## src/rtl/seg7_pkg.sv

```systemverilog
// Shared constants for the 7-segment readback path: segment patterns,
// the error nibble and the per-dwell state encoding.
package seg7_pkg;

  // Active-high patterns on seg[6:0] = {a,b,c,d,e,f,g}
  localparam logic [6:0] SEG_0 = 7'h7E;
  localparam logic [6:0] SEG_1 = 7'h30;
  localparam logic [6:0] SEG_2 = 7'h6D;
  localparam logic [6:0] SEG_3 = 7'h79;
  localparam logic [6:0] SEG_4 = 7'h33;
  localparam logic [6:0] SEG_5 = 7'h5B;
  localparam logic [6:0] SEG_6 = 7'h5F;
  localparam logic [6:0] SEG_7 = 7'h70;
  localparam logic [6:0] SEG_8 = 7'h7F;
  localparam logic [6:0] SEG_9 = 7'h7B;
  localparam logic [6:0] SEG_A = 7'h77;
  localparam logic [6:0] SEG_B = 7'h1F;
  localparam logic [6:0] SEG_C = 7'h4E;
  localparam logic [6:0] SEG_D = 7'h3D;
  localparam logic [6:0] SEG_E = 7'h4F;
  localparam logic [6:0] SEG_F = 7'h47;

  localparam logic [3:0] ERR_NIBBLE = 4'hF;

  typedef enum logic [1:0] {
    WAIT_SEL = 2'd0,
    SETTLE   = 2'd1,
    CAPTURED = 2'd2
  } dwell_state_e;

endpackage

```

## src/rtl/seg7_pattern_decode.sv

```systemverilog
// Combinational segment-pattern to BCD nibble decoder.
// Define SEG7_HEX_DECODE_EN to also accept the A-F hex glyphs.
module seg7_pattern_decode
  import seg7_pkg::*;
(
  input  logic [6:0] seg,
  output logic [3:0] nibble,
  output logic       err
);

  always_comb begin
    nibble = ERR_NIBBLE;
    err    = 1'b0;
    case (seg)
      SEG_0: nibble = 4'h0;
      SEG_1: nibble = 4'h1;
      SEG_2: nibble = 4'h2;
      SEG_3: nibble = 4'h3;
      SEG_4: nibble = 4'h4;
      SEG_5: nibble = 4'h5;
      SEG_6: nibble = 4'h6;
      SEG_7: nibble = 4'h7;
      SEG_8: nibble = 4'h8;
      SEG_9: nibble = 4'h9;
`ifdef SEG7_HEX_DECODE_EN
      SEG_A: nibble = 4'hA;
      SEG_B: nibble = 4'hB;
      SEG_C: nibble = 4'hC;
      SEG_D: nibble = 4'hD;
      SEG_E: nibble = 4'hE;
      SEG_F: nibble = 4'hF;
`endif
      // Blank and any unknown glyph land here
      default: begin
        nibble = ERR_NIBBLE;
        err    = 1'b1;
      end
    endcase
  end

endmodule

```

## src/rtl/seg7_scan_decoder.sv

```systemverilog
// Samples a multiplexed 7-segment bus, captures each digit once it has been
// stable for STABLE_CYC cycles, and presents full frames on valid/ready.
// Hex glyph decode is enabled by defining SEG7_HEX_DECODE_EN.
module seg7_scan_decoder
  import seg7_pkg::*;
#(
  parameter int NDIG       = 4,
  parameter int STABLE_CYC = 4,
  parameter int CNT_W      = $clog2(STABLE_CYC + 1)
) (
  input  logic                clk,
  input  logic                rst,
  input  logic [6:0]          seg,
  input  logic [NDIG-1:0]     an,
  input  logic                frame_ready,
  output logic                frame_valid,
  output logic [4*NDIG-1:0]   bcd_digits,
  output logic [NDIG-1:0]     digit_err,
  output logic                overrun
);

  localparam logic [CNT_W-1:0] STABLE_LIM = CNT_W'(STABLE_CYC);
  localparam logic [CNT_W-1:0] CNT_ONE    = CNT_W'(1);

  dwell_state_e             state_q, state_d;
  logic [CNT_W-1:0]         cnt_q, cnt_d;
  logic [NDIG-1:0]          an_q, an_d;
  logic [6:0]               seg_q, seg_d;
  logic [NDIG-1:0]          mask_q, mask_d;
  logic [NDIG-1:0][3:0]     work_nib_q, work_nib_d;
  logic [NDIG-1:0]          work_err_q, work_err_d;
  logic                     frame_valid_q, frame_valid_d;
  logic [4*NDIG-1:0]        bcd_q, bcd_d;
  logic [NDIG-1:0]          err_q, err_d;
  logic                     overrun_q, overrun_d;

  logic                     an_onehot;
  logic                     capture;
  logic                     frame_full;
  logic [3:0]               dec_nibble;
  logic                     dec_err;

  seg7_pattern_decode u_decode (
    .seg    (seg),
    .nibble (dec_nibble),
    .err    (dec_err)
  );

  assign an_onehot  = (an != '0) && ((an & (an - NDIG'(1))) == '0);
  assign frame_full = &mask_q;

  // Dwell tracking: count identical consecutive samples on one digit
  always_comb begin
    state_d = state_q;
    cnt_d   = cnt_q;
    an_d    = an;
    seg_d   = seg;
    capture = 1'b0;
    if (!an_onehot) begin
      state_d = WAIT_SEL;
      cnt_d   = '0;
    end else begin
      case (state_q)
        WAIT_SEL: begin
          state_d = SETTLE;
          cnt_d   = CNT_ONE;
        end
        SETTLE: begin
          if (an == an_q && seg == seg_q) cnt_d = cnt_q + CNT_ONE;
          else                            cnt_d = CNT_ONE;
        end
        CAPTURED: begin
          if (an != an_q) begin
            state_d = SETTLE;
            cnt_d   = CNT_ONE;
          end
        end
        default: begin
          state_d = WAIT_SEL;
          cnt_d   = '0;
        end
      endcase
      // Capture on the edge where the count reaches the threshold
      if (state_d == SETTLE && cnt_d == STABLE_LIM) begin
        capture = 1'b1;
        state_d = CAPTURED;
      end
    end
  end

  // Frame assembly and output buffer
  always_comb begin
    mask_d        = frame_full ? '0 : mask_q;
    work_nib_d    = work_nib_q;
    work_err_d    = work_err_q;
    frame_valid_d = frame_valid_q;
    bcd_d         = bcd_q;
    err_d         = err_q;
    overrun_d     = overrun_q;

    if (frame_full) begin
      if (!frame_valid_q || frame_ready) begin
        bcd_d         = work_nib_q;
        err_d         = work_err_q;
        frame_valid_d = 1'b1;
      end else begin
        overrun_d = 1'b1;
      end
    end else if (frame_valid_q && frame_ready) begin
      frame_valid_d = 1'b0;
    end

    if (capture) begin
      for (int i = 0; i < NDIG; i++) begin
        if (an[i]) begin
          work_nib_d[i] = dec_nibble;
          work_err_d[i] = dec_err;
          mask_d[i]     = 1'b1;
        end
      end
    end
  end

  always_ff @(posedge clk or posedge rst) begin
    if (rst) begin
      state_q       <= WAIT_SEL;
      cnt_q         <= '0;
      an_q          <= '0;
      seg_q         <= '0;
      mask_q        <= '0;
      work_nib_q    <= '0;
      work_err_q    <= '0;
      frame_valid_q <= 1'b0;
      bcd_q         <= '0;
      err_q         <= '0;
      overrun_q     <= 1'b0;
    end else begin
      state_q       <= state_d;
      cnt_q         <= cnt_d;
      an_q          <= an_d;
      seg_q         <= seg_d;
      mask_q        <= mask_d;
      work_nib_q    <= work_nib_d;
      work_err_q    <= work_err_d;
      frame_valid_q <= frame_valid_d;
      bcd_q         <= bcd_d;
      err_q         <= err_d;
      overrun_q     <= overrun_d;
    end
  end

  assign frame_valid = frame_valid_q;
  assign bcd_digits  = bcd_q;
  assign digit_err   = err_q;
  assign overrun     = overrun_q;

endmodule

```

## config.mk

```make
export PLATFORM = sky130hd
export DESIGN_NAME = seg7_scan_decoder
export DESIGN_NICKNAME = d
export VERILOG_FILES = /design/src/rtl/seg7_pkg.sv /design/src/rtl/seg7_pattern_decode.sv /design/src/rtl/seg7_scan_decoder.sv
export SDC_FILE = /design/constraint.sdc
export NUM_CORES = 1
export LEC_CHECK = 0
export CAP_MARGIN = 20
export CORE_UTILIZATION = 54
export DETAILED_ROUTE_END_ITERATION = 16
export GPL_ROUTABILITY_DRIVEN = 0
export PLACE_DENSITY = 0.82
export SLEW_MARGIN = 20
export SYNTH_ARGS = -nofsm -noshare
export SYNTH_HDL_FRONTEND = slang
export SYNTH_SLANG_ARGS = --single-unit
```

## constraint.sdc

```tcl
create_clock -name clk -period 2.2 [get_ports clk]
set_input_delay 0.22 -clock clk [delete_from_list [all_inputs] [get_ports clk]]
set_output_delay 0.22 -clock clk [all_outputs]
set_load 0.05 [all_outputs]
```

==> Word-level counts from Yosys, hierarchy flattened <==
Index checks and enable logic that the tools add are counted.
{ "op_classes": {"bitwise": 2, "mux": 23, "eq_ne": 18, "add_sub_neg": 2, "reduce_logical": 19} }
{ "op_table": {"columns": ["operator", "count"], "rows": [
  ["$eq A7 B7 Y1 const B", 8],
  ["$pmux W4 S10", 1],
  ["$eq A7 B6 Y1 const B", 2],
  ["$mux W3", 4],
  ["$mux W1", 10],
  ["$reduce_and A2 Y1", 5],
  ["$reduce_and A5 Y1", 2],
  ["$reduce_or A10 Y1", 1],
  ["$pmux W3 S3", 1],
  ["$mux W2", 4],
  ["$mux W4", 2],
  ["$eq A7 B7 Y1", 1],
  ["$pmux W2 S3", 1],
  ["$and A4 B4 Y4", 1],
  ["$eq A2 B1 Y1 const B", 2],
  ["$eq A4 B4 Y1", 1],
  ["$logic_and A1 B1 Y1", 4],
  ["$logic_not A4 Y1", 1],
  ["$ne A4 B4 Y1", 1],
  ["$reduce_and A4 Y1", 1],
  ["$reduce_bool A4 Y1", 1],
  ["$sub A4 B1 Y4 const B", 1],
  ["$add A3 B1 Y3 const B", 1],
  ["$eq A3 B3 Y1 const B", 1],
  ["7 further kinds", 7]
]} }
{ "word_totals": {"out_inout_bits": 22, "regBits": 62, "wordCells": 81, "input_bits": 14} }

==> Logic depth before layout (Yosys ltp) <==
{ "logic_depth": {"depth_word": 10, "ltp_mapped": 7, "mapped_depth_nobuf": 6} }

==> Cells and area by module <==
From an unflattened synthesis, not the netlist that was laid out.
{ "unflattened": {"cells_unflattened": 206, "hier_area_um2": 2776.4} }
{ "modules_own_cells": {"columns": ["mod", "instances", "seq_area_each_um2", "cells_each", "area_each_um2"], "rows": [
  ["seg7_scan_decoder", 1, 1551.5, 176, 2585.0],
  ["seg7_pattern_decode", 1, 0.0, 30, 191.4]
]} }

==> Least setup slack after synthesis <==
OpenSTA, ideal clock, no wires.
{ "synth_timing": {"path_kind": "reg-to-reg", "startpoint": "register cnt_q[0]", "endpoint": "register work_err_q[3]", "slack_ps": 187, "stages_incl_launch_ff": 8, "arrival_time_ps": 1888, "n_path_buf": 1, "t_required_ps": 2075, "period_less_slack_ps": 2013, "setup_ps": 125, "cell_sequence": "dfrtp_1 > ha_1 > nor2_1 > o211ai_1 > nor4_4 > and3b_1 > buf_4 > mux2_2"} }
{ "synth_via": {"elab_chain_len": 9, "word_cells_on_any_way": 10, "classes_between": "1 x add/sub; 1 x eq/ne; 6 x mux; 2 x reduce/logical"} }
{ "synth_rtl": {"columns": ["element", "line_no", "rtl"], "rows": [
  ["start: declaration", "seg7_scan_decoder.sv:26", "logic [CNT_W-1:0] cnt_q, cnt_d;"],
  ["start signal: assignment", "seg7_scan_decoder.sv:139", "cnt_q <= cnt_d;"],
  ["$add A3 B1 Y3", "seg7_scan_decoder.sv:69", "if (an == an_q && seg == seg_q) cnt_d = cnt_q + CNT_ONE;"],
  ["$mux W3", "seg7_scan_decoder.sv:69", null],
  ["$pmux W3 S3 *", "seg7_scan_decoder.sv:63", "case (state_q)"],
  ["$mux W3 *", "seg7_scan_decoder.sv:59", "if (!an_onehot) begin"],
  ["$eq A3 B3 Y1 *", "seg7_scan_decoder.sv:84", "if (state_d == SETTLE && cnt_d == STABLE_LIM) begin"],
  ["$logic_and A1 B1 Y1 *", "seg7_scan_decoder.sv:84", null],
  ["$mux W1 *", "seg7_scan_decoder.sv:84", null],
  ["$mux W1 *", "seg7_scan_decoder.sv:59", null],
  ["$reduce_and A2 Y1 (no line) *", null, null],
  ["end signal: assignment", "seg7_scan_decoder.sv:144", "work_err_q <= work_err_d;"],
  ["end: declaration", "seg7_scan_decoder.sv:31", "logic [NDIG-1:0] work_err_q, work_err_d;"]
]} }
Mark *: on every way between the ends. The rest lies on a longest branch, timed or not. The select of a mux whose other input is x is not followed.
A chain may end at the register's enable or synchronous reset.

==> Worst setup path after layout <==
{ "layout_timing": {"startpoint": "register cnt_q[0]", "endpoint": "register work_nib_q[11] in the netlist's numbering"} }
{ "layout_via": {"elab_chain_len": 9, "word_cells_on_any_way": 10, "classes_between": "1 x add/sub; 1 x eq/ne; 6 x mux; 2 x reduce/logical"} }
{ "layout_rtl": {"columns": ["element", "line_no", "rtl"], "rows": [
  ["$add A3 B1 Y3", "seg7_scan_decoder.sv:69", null],
  ["$mux W3", "seg7_scan_decoder.sv:69", null],
  ["$pmux W3 S3 *", "seg7_scan_decoder.sv:63", null],
  ["$mux W3 *", "seg7_scan_decoder.sv:59", null],
  ["$eq A3 B3 Y1 *", "seg7_scan_decoder.sv:84", null],
  ["$logic_and A1 B1 Y1 *", "seg7_scan_decoder.sv:84", null],
  ["$mux W1 *", "seg7_scan_decoder.sv:84", null],
  ["$mux W1 *", "seg7_scan_decoder.sv:59", null],
  ["$reduce_and A2 Y1 (no line) *", null, null],
  ["end signal: assignment", "seg7_scan_decoder.sv:143", "work_nib_q <= work_nib_d;"],
  ["end: declaration", "seg7_scan_decoder.sv:30", "logic [NDIG-1:0][3:0] work_nib_q, work_nib_d;"]
]} }
Marks and branches as above.

==> metrics.txt <==
vias in the first global route 1840; type of the worst min-delay path input pin to async pin; clk_skew about 0.0068 ns; Root Buffer clkbuf_8; routed vias/inst ~5.4; Syn Area/Cell 13.5 um2; Max-slew headroom 66.4%; largest net degree at the start of global routing 31; number of max-cap violations 0; initial antenna violation count 0; violated checks design-rule violations; Worst EP arrival between 2 and 2.5 ns; FMAX 477 MHz; status finished with violations; clock share of power between 40% and 50%; CTS tree built; CTS Sinks 62; Initial DRC Count ~90; Tightest Pin Transition 0.503 ns; clk_lat worst skew between 0.3 and 0.4 ns; largest cells by area after synthesis dfrtp_1, mux2_2, xnor2_1; Comb power frac roughly 6.7%; CP bufs+invs 0; placed cells ~320; WS Path Type register to register; reg2reg path depth 6; CP Max Fanout 6; ANT nets after route 0; Tcrit/Tclk final between 90% and 100%; Multi-input gate area 1060 um2; post-cts repair resize count 0; most common cell after layout, fill and taps aside dfrtp_1; critical path depth in cells 6; Clock Path Buffers 2; share of the synthesized area in the top cell type about three fifths; Boundary Pins 36; YS warnings 0; vias after detailed routing around 1800; most frequent cells in the layout dfrtp_1, mux2_2, clkdlybuf4s50_1; Residual DRC 2; Slowest-stage cell, CP dfrtp_1; die area ~5200 um2; DPL Wire Length roughly 3500 um; Post CTS Setup Buffer Count 0; crit path capture work_nib_q[11]$_DFFE_PP0P_; Layout area overhead 31.5%; number of fillers in the final layout roughly 310; CP Cell Sequence ha_1 > nor2_1 > o211ai_1 > nor4_4 > and3b_2 > mux2_2; initial core utilization 55.9%; Pre-Repair DR Iteration Count 10; Syn Nets about 210; Mapped Cells between 150 and 200; Critical Path End Type register; RR Startpoint cnt_q[0]$_DFF_PP0_; Num CTS Buffers 9; ANT cells 0; sequential element share of the synthesized area around three fifths; H-Tree Level Count 3; Distinct cells, synth 40; Final Net Count around 280; Syn Std Cell Area between 2000 and 3000 um2; R2R setup slack about 0.10 ns; final WL 5160 um; first-pass GRT wire length 8710 um; ys async rst share between 90% and 100%; Sw Pwr roughly 0.54 mW; Post-synth EDFFs 0; part of the power in registers roughly 48%; Lkg Pwr roughly 1.6 nW; total track usage a little under a quarter; Reg clk slew, reported paths approximately 0.07 ns; Worst VDD drop approximately 480 uV; cell taking the most area after synthesis dfrtp_1; Slew Viols, Final 0; Sw Ratio 22.3%; total core area roughly 4700 um2; Rows 25; Worst Path Required around 2.4 ns; cts-stage hold buffer count 0; Pwr Density about 690 nW/um2; IO Port Bufs 35; CP max stage delay 0.41 ns; chip height between 70 and 80 um; startpoint types register; share of cells above drive strength 1 33.7%; die extent in x about 70 um; routed length per instance between 15 and 20 um; total grt overflow 0; RR Endpoint work_nib_q[11]$_DFFE_PP0P_; Tmin final ~2.1 ns; Final Non-Filler Cells ~330; top_reg_cell synth dfrtp_1; Final Hold Fails 0; #FFs+latches synth 62; final setup vio count 0; cell internal pwr between 1.5 and 2 mW; hold_ws approximately 0.22 ns; CP delay by family, top simple AND/OR/NAND/NOR gates; Sequential Area around 1600 um2; critical path launch point cnt_q[0]$_DFF_PP0_
==> area by class of cell <==
type	instances	area share [%]
Clock buffer	10	3.67
Clock inverter	6	2.48
Inverter	1	0.108
Multi-Input combinational cell	126	30.4
Sequential cell	62	44.6
Tap cell	67	2.41
Timing Repair Buffer	62	16.3
==> stage by stage <==
stage | utilization (%) | total power, mW | worst slack, ns | area, um2 | setup TNS, ns
finish | 73.6 | 2.40 | 0.104 | 3480 | 0
global route | 73.6 | 2.50 | -0.00619 | 3480 | -0.00825
CTS | 73.4 | 2.43 | 0.0108 | 3470 | 0
detailed placement | 68.9 | 1.34 | -0.0857 | 3250 | -0.949
global placement | 68.9 | 1.34 | -0.0366 | 3250 | -0.241
floorplan | - | 1.26 | 0.187 | 2640 | 0
==> worst min path at each step <==
stage	startpoint	to	slack [ns]
after CTS	rst	work_nib_q[1]$_DFFE_PP0P_	0.22
after floorplan	an[0]	an_q[0]$_DFF_PP0_	0.25
after global routing	rst	state_q[0]$_DFF_PP0_	0.24
after detailed placement	mask_q[2]$_DFF_PP0_	mask_q[2]$_DFF_PP0_	0.47
final	rst	work_nib_q[1]$_DFFE_PP0P_	0.22
after global placement	mask_q[2]$_DFF_PP0_	mask_q[2]$_DFF_PP0_	0.46
==> cells in the mapped netlist (2+ instances only) <==
master and number:
a211oi_1 2, a21o_1 2, and3b_1 3, buf_1 2, buf_2 3, buf_4 2
dfrtp_1 62, mux2_2 39, nand2_1 8, nand2b_1 2, nand3_1 2, nand4_1 5
nor2_1 11, nor2b_1 5, nor3_1 2, nor3b_1 2, nor4b_1 4, o211ai_1 3
o21ai_0 3, or4bb_1 2, xnor2_1 13
==> worst reg2reg max path: cells and delay by family (launching register included) <==
family / cells / cell delay, ns
adder cells (fa/ha/maj): 1 / 0.32
AND/OR/NAND/NOR: 3 / 0.74
flip-flops: 1 / 0.41
AO/OA/AOI/OAI: 1 / 0.16
multiplexers: 1 / 0.36
==> per-layer routing <==
| layer | track usage, % | part of all wire (%) |
|---|---|---|
| met1 | 29.1 | 42 |
| met2 | 37.3 | 51 |
| met3 | 7.08 | 4.6 |
| met4 | 9.15 | 1.5 |
| met5 | 0 | 0 |
==> power by group through the flow <==
stage / combinational, mW / sequential [mW] / clock, mW
3_3_place_gp: 0.158 / 1.18 / 0
2_1_floorplan: 0.0780 / 1.18 / 0
6_report: 0.162 / 1.16 / 1.08
3_5_place_dp: 0.161 / 1.18 / 0
4_1_cts: 0.163 / 1.16 / 1.10
5_1_grt: 0.180 / 1.16 / 1.16
==> cell families (layout without fill, tap and decap cells) <==
logic type                 Yosys count  after routing  share of synthesized area, %
muxes                               40             40                          17.0
xor gates and xnor gates            13             13                          4.31
buffers and inverters                8             79                          1.56
adders and majority gates            1              1                         0.473
AOI/OAI and AO/OA                   18             18                          4.83
DFF                                 62             62                          58.7
and+or+nand+nor                     54             54                          13.1
==> sequential cells by signal (all words and copies together), names as in the netlist <==
signal       flops
bcd_digits      16
digit_err        4
work_nib_q      16
work_err_q       4
an_q             4
state_q          2
frame_valid      1
seg_q            7
cnt_q            3
mask_q           4
overrun          1
No activity file was read; power rests on OpenSTA's default activity.
